### config.mk
export PLATFORM = sky130hd
export DESIGN_NAME = ibus_wait_adapter
export DESIGN_NICKNAME = d
export VERILOG_FILES = /design/src/rtl/ibus_wait_adapter.sv
export SDC_FILE = /design/constraint.sdc
export NUM_CORES = 1
export LEC_CHECK = 0
export BUFFER_PORTS_ARGS = -buffer_cell sky130_fd_sc_hd__buf_2
export CAP_MARGIN = 20
export CORE_MARGIN = 10
export CORE_UTILIZATION = 45
export CTS_CLUSTER_DIAMETER = 100
export DETAILED_ROUTE_END_ITERATION = 8
export PLACE_DENSITY_LB_ADDON = 0.08
export SLEW_MARGIN = 20
export SYNTH_ARGS = -nofsm -noshare
export SYNTH_HDL_FRONTEND = slang
export SYNTH_SLANG_ARGS = --single-unit
### constraint.sdc
create_clock -name clk -period 4.2 [get_ports clk]
set_input_delay 0.42 -clock clk [delete_from_list [all_inputs] [get_ports clk]]
set_output_delay 0.42 -clock clk [all_outputs]
set_load 0.01 [all_outputs]
### src/rtl/ibus_wait_adapter.sv
// Instruction-bus slave for a zero-latency ROM: adds programmable wait states,
// keeps a one-word last-fetch buffer and latches protocol violations.
module ibus_wait_adapter #(
    parameter int WAIT_CYCLES = 4,
    parameter int CNT_W       = 8
) (
    input  logic        clk,
    input  logic        rst_n,
    input  logic [31:0] ibus_address,
    input  logic        ibus_read,
    input  logic        ibus_write,
    input  logic [3:0]  ibus_byteenable,
    output logic [31:0] ibus_rddata,
    output logic        ibus_stall,
    output logic [31:0] mem_address,
    input  logic [31:0] mem_rddata,
    input  logic        invalidate,
    output logic        err_abort,
    output logic        err_write
);

    typedef enum logic [1:0] {
        IDLE,
        BUSY,
        DONE
    } state_t;

    state_t             state_reg;
    logic [29:0]        latched_addr_reg;
    logic [CNT_W-1:0]   cnt_reg;
    logic               buf_valid_reg;
    logic [31:0]        rddata_reg;
    logic               err_abort_reg;
    logic               err_write_reg;

    logic               addr_match;
    logic               hit;
    logic               unused_inputs;

    assign unused_inputs = ^{ibus_byteenable, ibus_address[1:0]};

    assign addr_match = (ibus_address[31:2] == latched_addr_reg);
    // An invalidate arriving with a matching request forces a refetch.
    assign hit        = buf_valid_reg && addr_match && !invalidate;

    always_comb begin
        ibus_stall = 1'b0;
        if (rst_n) begin
            case (state_reg)
                IDLE:    ibus_stall = ibus_read && !ibus_write && !hit;
                BUSY:    ibus_stall = 1'b1;
                default: ibus_stall = 1'b0;
            endcase
        end
    end

    always_ff @(posedge clk or negedge rst_n) begin
        if (!rst_n) begin
            state_reg        <= IDLE;
            latched_addr_reg <= '0;
            cnt_reg          <= '0;
            buf_valid_reg    <= 1'b0;
            rddata_reg       <= '0;
            err_abort_reg    <= 1'b0;
            err_write_reg    <= 1'b0;
        end else begin
            if (ibus_write) begin
                err_write_reg <= 1'b1;
            end
            if (invalidate) begin
                buf_valid_reg <= 1'b0;
            end
            case (state_reg)
                IDLE: begin
                    if (!ibus_write && ibus_read && !hit) begin
                        latched_addr_reg <= ibus_address[31:2];
                        cnt_reg          <= CNT_W'(WAIT_CYCLES);
                        buf_valid_reg    <= 1'b0;
                        state_reg        <= BUSY;
                    end
                end
                BUSY: begin
                    if (!ibus_read || !addr_match) begin
                        err_abort_reg <= 1'b1;
                        state_reg     <= IDLE;
                    end else if (cnt_reg == '0) begin
                        rddata_reg    <= mem_rddata;
                        buf_valid_reg <= !invalidate;
                        state_reg     <= DONE;
                    end else begin
                        cnt_reg <= cnt_reg - CNT_W'(1);
                    end
                end
                default: begin
                    state_reg <= IDLE;
                end
            endcase
        end
    end

    assign mem_address = {latched_addr_reg, 2'b00};
    assign ibus_rddata = rddata_reg;
    assign err_abort   = err_abort_reg;
    assign err_write   = err_write_reg;

endmodule

==> results.cfg <==
[run_status]
outcome = complete, no violations

[power]
power.clock.fraction = 0.330
combinationalPowerShare = 0.196
max-vdd-ir-drop_uv = 205.7
seqPwrFrac = 0.474
total_power_mw = 1.754
power-per-cell-area_nw_per_um2 = 380.2
power.internal_mw = 1.261
swShare = 0.2808
power.static_leakage_nw = 2.448
net-switching-power_uw = 492.4

[place]
globalplace.congestion = 0.8194
post-dp-hpwl_um = 6580
port_buffers = 131
detailedPlace.worstSlack_ps = 1131

[clock_network]
cts_inserted_buffers = 9
ctsRootBufferMaster = sky130_fd_sc_hd__clkbuf_8
clk_pin_slew_worst_paths_ps = 90
clock_tree.buffer_depth = 2
cts_setup_buffers = 0
tritoncts = built
clock_insertion_delay_at_the_later_pin_of_the_skew_report_ps = 340
clock-sinks = 75
cts-resized-gates = 0
cts_htree_levels = 3
cts.hold.buffers_added = 0

[synth]
async_flop_share = 1.000
cell_types_occupying_the_most_area_after_synthesis = sky130_fd_sc_hd__dfrtp_1 (51%), sky130_fd_sc_hd__mux2_4 (24%), sky130_fd_sc_hd__xor2_1 (7.1%)
synth_seq_area_share = 0.5066
synth-warning-count = 0
synth_edf_count = 0
postSynthRegisterBits = 75
synth_flop_cell = sky130_fd_sc_hd__dfrtp_1
post-synth-top-area-fraction = 0.5066
cell_count_after_synthesis = 255
cell_type_with_the_highest_aggregate_area_in_the_netlist = sky130_fd_sc_hd__dfrtp_1
synth_area_um2 = 3705
postSynthAreaPerCell_um2 = 14.53
post_synth_num_cell_types = 42

[detailed_routing]
via_per_inst = 5.002
route.detailed.wl_per_inst_um = 17.43
drt_iter0_drc = 85
detail_route.drc_violations = 0
detail-route-antenna-nets = 0
num_vias = 2511
routed_wl_um = 8748
iteration_count_of_the_initial_detailed_routing_pass = 4

[setup_path]
worst-endpoint-arrival_ps = 3160
startpoint_type = flip-flop
timing.critical_path.required_ps = 4420
slack_of_the_worst_reg_to_reg_path_ps = 1260
r2r_cells = 7
timing.critical_path.to_type = flip-flop
crit_path_max_fanout = 12
critPathKind = reg -> reg

[global_routing]
track_usage = 0.1424
antenna_violations_before_repair = 0
grt_pass1_vias = 2737
grt_max_degree = 77
globalRoute.totalOverflow = 0
grt_first_pass_wirelength_um = 14440

[timing]
rsz0062_at_grt = no
finalCriticalPeriod_ps = 2940
final.setup_skew_ps = 13.21
period_share = 0.6999
slew_headroom = 0.3762
max_slew_violation_count = 0
totalNegativeSetupSlack_ps = 0
setup_viol = 0
worst_slack_ps = 1260
hold_violations = 0
worst_pin_slew_ps = 935.7
maxClockFrequency_mhz = 340.2

[final_layout]
nNetsFinal = 467
largest_register_ffs = 32
combined_area_of_the_multi_input_logic_cells_um2 = 1697
final_layout_size_suffix_gt1_frac = 0.5642
mostFrequentLayoutCell = sky130_fd_sc_hd__buf_2
n_fill_cell = 731
flip_flop_and_latch_area_um2 = 1877
most-common-layout-cells = sky130_fd_sc_hd__buf_2 (130), sky130_fd_sc_hd__dfrtp_1 (75), sky130_fd_sc_hd__mux2_4 (59)
area_delta_synth_final_pct = 24.48
n_antenna_cell = 0

[die]
dieHeight_um = 110.7
std_cell_rows = 33
die_area_um2 = 12260
initial_utilization = 0.4578
die_width_um = 110.7
floorplan.io_pins = 140
coreArea_um2 = 8093

[worst_hold_path]
worstHoldPathType = in -> async

[flow_run]
drv_cap = 0
## critical path, stage by stage, from the launching register on
cell                      delay [ps]
sky130_fd_sc_hd__dfrtp_1         400
sky130_fd_sc_hd__xor2_1          170
sky130_fd_sc_hd__nor4_1          500
sky130_fd_sc_hd__and4_4          360
sky130_fd_sc_hd__nand2_4          70
sky130_fd_sc_hd__nor3_4          620
sky130_fd_sc_hd__buf_4           360
sky130_fd_sc_hd__mux2_4          320
## power by group through the flow
stage	logic, mW	registers (mW)	clock network [mW]
6_report	0.344	0.831	0.579
5_1_grt	0.378	0.841	0.633
4_1_cts	0.349	0.831	0.597
3_5_place_dp	0.347	0.843	0
3_3_place_gp	0.344	0.843	0
2_1_floorplan	0.187	0.863	0
## stage by stage
step,area (um^2),cells,hold WS [ps],utilization
finish,4612,502,201.4,0.5699
global route,4612,502,238.3,0.5699
CTS,4612,502,234.2,0.5699
detailed placement,4400,486,449.6,0.5438
global placement,4400,486,448.5,0.5438
floorplan,3709,256,124.4,-
## area by class of cell
| class | instances | share of cell area |
|---|---|---|
| clock inverter | 5 | 0.01302 |
| clock buffer | 11 | 0.03283 |
| sequential | 75 | 0.4069 |
| timing repair buffer | 134 | 0.1476 |
| tap | 105 | 0.02849 |
| inverter | 4 | 0.003256 |
| multi-input combinational | 168 | 0.3679 |
## synth_stat cells (2+ instances only)
cell type	count
sky130_fd_sc_hd__buf_12	3
sky130_fd_sc_hd__nor2_1	7
sky130_fd_sc_hd__buf_6	4
sky130_fd_sc_hd__mux2_2	4
sky130_fd_sc_hd__ha_1	2
sky130_fd_sc_hd__dfrtp_1	75
sky130_fd_sc_hd__nand2b_1	3
sky130_fd_sc_hd__or2_2	2
sky130_fd_sc_hd__nand4_1	3
sky130_fd_sc_hd__a2bb2oi_1	2
sky130_fd_sc_hd__and4_4	2
sky130_fd_sc_hd__nor3_1	2
sky130_fd_sc_hd__inv_1	4
sky130_fd_sc_hd__and3_1	2
sky130_fd_sc_hd__a21oi_1	7
sky130_fd_sc_hd__mux2_4	59
sky130_fd_sc_hd__nor4_1	13
sky130_fd_sc_hd__nor2b_1	2
sky130_fd_sc_hd__xor2_1	30
sky130_fd_sc_hd__buf_4	2
sky130_fd_sc_hd__a32o_1	2
sky130_fd_sc_hd__nand2_1	4
sky130_fd_sc_hd__a21boi_0	2
## worst paths after layout
check	startpoint	endpoint
worst max-delay path	latched_addr_reg[6]	ibus_rddata[31]
worst min-delay path	rst_n	ibus_rddata[21]
worst max register to register	latched_addr_reg[6]	ibus_rddata[31]
worst min register to register	err_write	err_write
max in group asynchronous	rst_n	latched_addr_reg[14]
min in group clk	invalidate	buf_valid_reg
## logic make-up after synthesis
family                   count (synthesis)  share of synthesized area
other                                    1                   0.001012
AO/OA/AOI/OAI                           20                    0.03783
multiplexers                            64                     0.2540
flip-flops                              75                     0.5066
adder cells (fa/ha/maj)                  2                   0.006753
AND/OR/NAND/NOR                         50                    0.08646
XOR/XNOR                                30                    0.07092
buffers and inverters                   13                    0.03647
## metal layers
metal | vias up | GRT usage | part of all wire
met5 | - | 0 | 0
met4 | 0 | 0.04688 | 0.0096
met3 | 6 | 0.04113 | 0.063
met2 | 103 | 0.2158 | 0.46
met1 | 1222 | 0.1903 | 0.46
li1 | 1180 | - | -
No activity file was read; power rests on OpenSTA's default activity.
